**config.mk**
```make
export PLATFORM = sky130hd
export DESIGN_NAME = stream_arb
export DESIGN_NICKNAME = d
export VERILOG_FILES = /design/src/rtl/stream_arb.sv
export SDC_FILE = /design/constraint.sdc
export NUM_CORES = 1
export LEC_CHECK = 0
export CORE_AREA = 2 2 39 41
export CTS_CLUSTER_DIAMETER = 80
export DETAILED_ROUTE_END_ITERATION = 10
export DIE_AREA = 0 0 41 43
export PLACE_DENSITY = 0.49
export SLEW_MARGIN = 20
export SYNTH_ARGS = -nofsm -noshare
export SYNTH_HDL_FRONTEND = slang
export SYNTH_SLANG_ARGS = --single-unit
```
**constraint.sdc**
```tcl
create_clock -name clk -period 1.6 [get_ports clk]
set_clock_uncertainty 0.05 [all_clocks]
set_input_delay 0.32 -clock clk [delete_from_list [all_inputs] [get_ports clk]]
set_output_delay 0.32 -clock clk [all_outputs]
set_load 0.02 [all_outputs]
```
**src/rtl/stream_arb.sv**
```systemverilog
// stream_arb: round-robin packet arbiter merging NI valid/ready streams into one registered output slot.
module stream_arb #(
  parameter int W  = 1,
  parameter int NI = 2
) (
  input  logic                         clk,
  input  logic                         rst,
  input  logic                         clk_en,
  input  logic [NI-1:0]                i_valid,
  output logic [NI-1:0]                i_ready,
  input  logic [NI-1:0][W-1:0]         i,
  input  logic [NI-1:0]                i_last,
  output logic                         o_valid,
  input  logic                         o_ready,
  output logic [W-1:0]                 o,
  output logic                         o_last,
  output logic [((NI > 2) ? $clog2(NI) : 1)-1:0] o_id
);
  localparam int IW = (NI > 2) ? $clog2(NI) : 1;
  logic [IW-1:0] r_ptr, r_lock_id, r_id, w_sel;
  logic [IW:0]   w_sum, w_idx;
  logic          r_locked, r_valid, r_last, w_has, w_go;
  logic [W-1:0]  r_data;
  // Unlocked search runs from the highest offset down so the first valid index at or after ptr wins.
  always_comb begin
    w_sel = r_lock_id;
    w_has = i_valid[r_lock_id];
    w_sum = '0;
    w_idx = '0;
    if (!r_locked) begin
      w_has = |i_valid;
      for (int j = NI - 1; j >= 0; j--) begin
        w_sum = {1'b0, r_ptr} + (IW+1)'(j);
        w_idx = (w_sum >= (IW+1)'(NI)) ? w_sum - (IW+1)'(NI) : w_sum;
        if (i_valid[w_idx[IW-1:0]]) w_sel = w_idx[IW-1:0];
      end
    end
  end
  assign w_go    = clk_en && (!r_valid || o_ready) && w_has;
  assign i_ready = w_go ? NI'(1) << w_sel : '0;
  always_ff @(posedge clk) begin
    if (rst) begin
      r_valid   <= 1'b0;
      r_data    <= '0;
      r_last    <= 1'b0;
      r_id      <= '0;
      r_locked  <= 1'b0;
      r_lock_id <= '0;
      r_ptr     <= '0;
    end else if (clk_en) begin
      if (w_go) begin
        r_valid   <= 1'b1;
        r_data    <= i[w_sel];
        r_last    <= i_last[w_sel];
        r_id      <= w_sel;
        r_locked  <= !i_last[w_sel];
        r_lock_id <= w_sel;
        if (i_last[w_sel]) r_ptr <= (w_sel == IW'(NI - 1)) ? '0 : w_sel + 1'b1;
      end else if (o_ready) begin
        r_valid <= 1'b0;
      end
    end
  end
  assign o_valid = r_valid;
  assign o       = r_data;
  assign o_last  = r_last;
  assign o_id    = r_id;
endmodule

```
==> summary.md <==
| Metric | Value |
|---|---|
| FF-to-FF path depth | `5` |
| Synthesized area | `314 um^2` |
| CP max stage delay | `0.32 ns` |
| Grt met1 use | `13.0%` |
| Final Util | `42.5%` |
| Initial antenna violation count | `0` |
| Setup CP Type | `reg -> out` |
| Post-synthesis cell type count | `18` |
| Total power | `0.000484 W` |
| Synth area leader | `dfxtp_1` |
| Post-route minimum period | `1.67 ns` |
| Reg2Reg Capture Point | `r_ptr` |
| Number of global-route vias before repair | `306` |
| Failing checks | `negative setup slack` |
| Worst hold path type | `reg -> reg` |
| Drt initial violations | `3` |
| Slew @ Worst Pin | `0.243 ns` |
| Multi-input gate area | `201 um^2` |
| Sw frac | `28.3%` |
| DRC viols | `0` |
| Post-Route WL | `813 um` |
| Worst slew margin | `83.8%` |
| Syn. warnings | `0` |
| Met2 usage | `14.7%` |
| Post-Syn Area per Cell | `9.24 um^2` |
| Root Buffer | `clkbuf_4` |
| Worst Path Required | `1.23 ns` |
| P_sw | `0.000137 W` |
| Syn_nets | `44` |
| IO Pins | `16` |
| GRT busiest layer | `met2` |
| PD cells | `823 nW/um^2` |
| Die area | `1760 um^2` |
| Logic gate share of total power | `34.8%` |
| Routed Antenna Nets | `0` |
| Longest Clk Path Bufs | `2` |
| F_max | `0.600 GHz` |
| Area grow syn2layout | `87.3%` |
| M3 GR Usage | `4.71%` |
| # setup viols final | `2` |
| Slowest CP cell | `dfxtp_2` |
| FILL cells | `157` |
| Die Wd | `41 um` |
| Status | `finished with violations` |
| Final worst path period share | `104%` |
| Overflow after GRT | `0` |
| RSZ-0062 raised after global routing | `yes` |
| Inserted Clock Buffers | `3` |
| Seq/Total Area, Yosys | `38.2%` |
| Clk Latency, worst-skew pair | `0.25 ns` |
| Layout cell share with drive strength beyond 1 | `36.7%` |
| Post-DR wirelength/cell | `10.7 um` |
| Worst Setup Slack, final | `-0.0662 ns` |
| Sequential share of power | `36.1%` |
| Antenna diode count | `0` |
| Initial Util | `22.7%` |
| First-pass GRT wire length | `1.21 mm` |
| Lkg Pwr | `0.261 nW` |
| Yosys top cell area share | `38.2%` |
| Crit path DAT | `1.30 ns` |
| Drt first pass iters | `2` |
| IO Port Bufs | `15` |
| CP endpoint kind | `output port` |
| Hold endpoint | `o_last` |
| Top cells by area, synth | `dfxtp_1 (38%), mux2i_1 (9.6%), a21oi_1 (6.4%), o21ai_0 (4.8%), a2111oi_2 (4.8%)` |
| Maxcap violations | `0` |
| Internal | `0.000347 W` |
| CTS tree | `built` |
| Detailed Place HPWL | `595 um` |
| Hold_sp | `o_last` |
| Flop2flop setup slack | `0.11 ns` |
| Post-Syn Instances | `34` |
| Clk slew on worst S/H paths | `0.05 ns` |
| Hold Violations, Final | `0` |
| Max Transition Viols Final | `0` |
| Final #Nets | `72` |
| FF+latch count, synth | `6` |
| FF/Latch Area | `123 um^2` |
| Core ar. | `1380 um^2` |
| Crit path max fanout | `3` |
| GPL Wtd Cong | `0.681` |
| Clock share of power | `29.1%` |
| Tot GR Track Use | `10.6%` |
| Die height | `43 um` |
| R2R Path Start | `o_id` |
| Via count | `343` |
| Worst Hold Depth | `2` |
| Site row count | `14` |
| Largest net degree at the start of global routing | `11` |
| Startpoint Class | `flop` |
| IR Drop Worst-Case VDD | `0.391 mV` |
| Vias per std cell | `4.51` |
| Post-Place Setup Slack | `-0.826 ns` |
| Critical path cell sequence | `mux2i_1 -> a221oi_2 -> and2b_2 -> buf_6` |
| H-Tree Level Count | `1` |
| # clock sinks | `6` |
[synth_stat cells (all sizes together)]
library cell  instances
a21oi                 4
o21ai                 4
buf                   1
nor2b                 2
inv                   2
and2b                 1
and3                  1
a2111oi               1
dfxtp                 6
nor2                  2
and2                  1
a2bb2oi               1
a31o                  1
a221oi                1
nor3b                 1
mux2i                 3
nand2                 2
[final cells by class]
type                            count  area share (%)
Timing Repair Buffer               24            36.4
Clock buffer                        3            3.83
Inverter                            2            1.28
Tap cell                           16            3.40
Sequential cell                     6            20.9
Multi-Input combinational cell     25            34.3
[cells in the final DEF, fill, tap and decap left out, drive strengths merged]
master         instances
a2111oi                1
a21oi                  4
a221oi                 1
a2bb2oi                1
a31o                   1
and2                   1
and2b                  1
and3                   1
buf                   11
clkbuf                 3
clkdlybuf4s15          1
clkdlybuf4s50          7
dfxtp                  6
dlygate4sd2            5
inv                    2
mux2i                  3
nand2                  2
nor2                   2
nor2b                  2
nor3b                  1
o21ai                  4
[worst max-delay path by stage]
stage / from / end / slack, ns / depth (start not counted)
2_1_floorplan: o_id / i_ready[1] / 0.005 / 4
3_3_place_gp: i_valid[1] / i_ready[0] / -0.79 / 5
3_5_place_dp: i_valid[1] / i_ready[0] / -0.83 / 5
4_1_cts: o_id / i_ready[0] / -0.08 / 4
5_1_grt: o_id / i_ready[0] / -0.12 / 4
6_report: o_id / i_ready[0] / -0.07 / 4
[through the flow]
step           TNS (ns)  cells  area (um^2)  hold WS, ns
6_report         -0.112     76          588        0.476
3_5_place_dp      -3.13     71          532        0.468
4_1_cts          -0.143     76          588        0.484
5_1_grt          -0.225     76          588        0.511
3_3_place_gp      -2.92     71          532        0.456
2_1_floorplan         0     34          317        0.339
[state kept, by name (all words and copies together), names as in the netlist]
register,cells
r_ptr,1
o,1
o_last,1
o_id,1
o_valid,1
r_locked,1
[routing by layer]
layer | vias up | routed length [um]
li1 | 176 | -
met1 | 154 | 358
met2 | 11 | 382
met3 | 2 | 64
met4 | 0 | 7
met5 | - | 0
[what timing repair did]
action	CTS	global route
gates resized for setup	25	0
endpoints found under the setup margin	7	2
hold endpoints to repair	0	0
setup buffers	2	0
pin swaps	4	0
hold buffers	0	0
[power by group through the flow]
stage          Combinational, W  Clock (W)  Sequential, W
2_1_floorplan         0.0000613          0       0.000189
6_report               0.000168   0.000141       0.000175
3_5_place_dp           0.000156          0       0.000176
3_3_place_gp           0.000156          0       0.000176
4_1_cts                0.000171   0.000151       0.000174
5_1_grt                0.000181   0.000155       0.000176
[cells by family (layout without fill, tap and decap cells)]
kind of cell           count (synthesis)  in the layout  synth area share [%]
multiplexers                           3              3                  9.56
AO/OA/AOI/OAI                         12             12                  29.9
flip-flops                             6              6                  38.2
buffers and inverters                  3             29                  4.78
AND/OR/NAND/NOR                       10             10                  17.5
[worst max-delay path: cells and delay by family, from the launching register on]
family / cells / cell delay [ns]
AOI/OAI and AO/OA: 1 / 0.29
buffers and inverters: 1 / 0.11
DFF: 1 / 0.32
muxes: 1 / 0.12
and+or+nand+nor: 1 / 0.21
No activity file was read; power rests on OpenSTA's default activity.
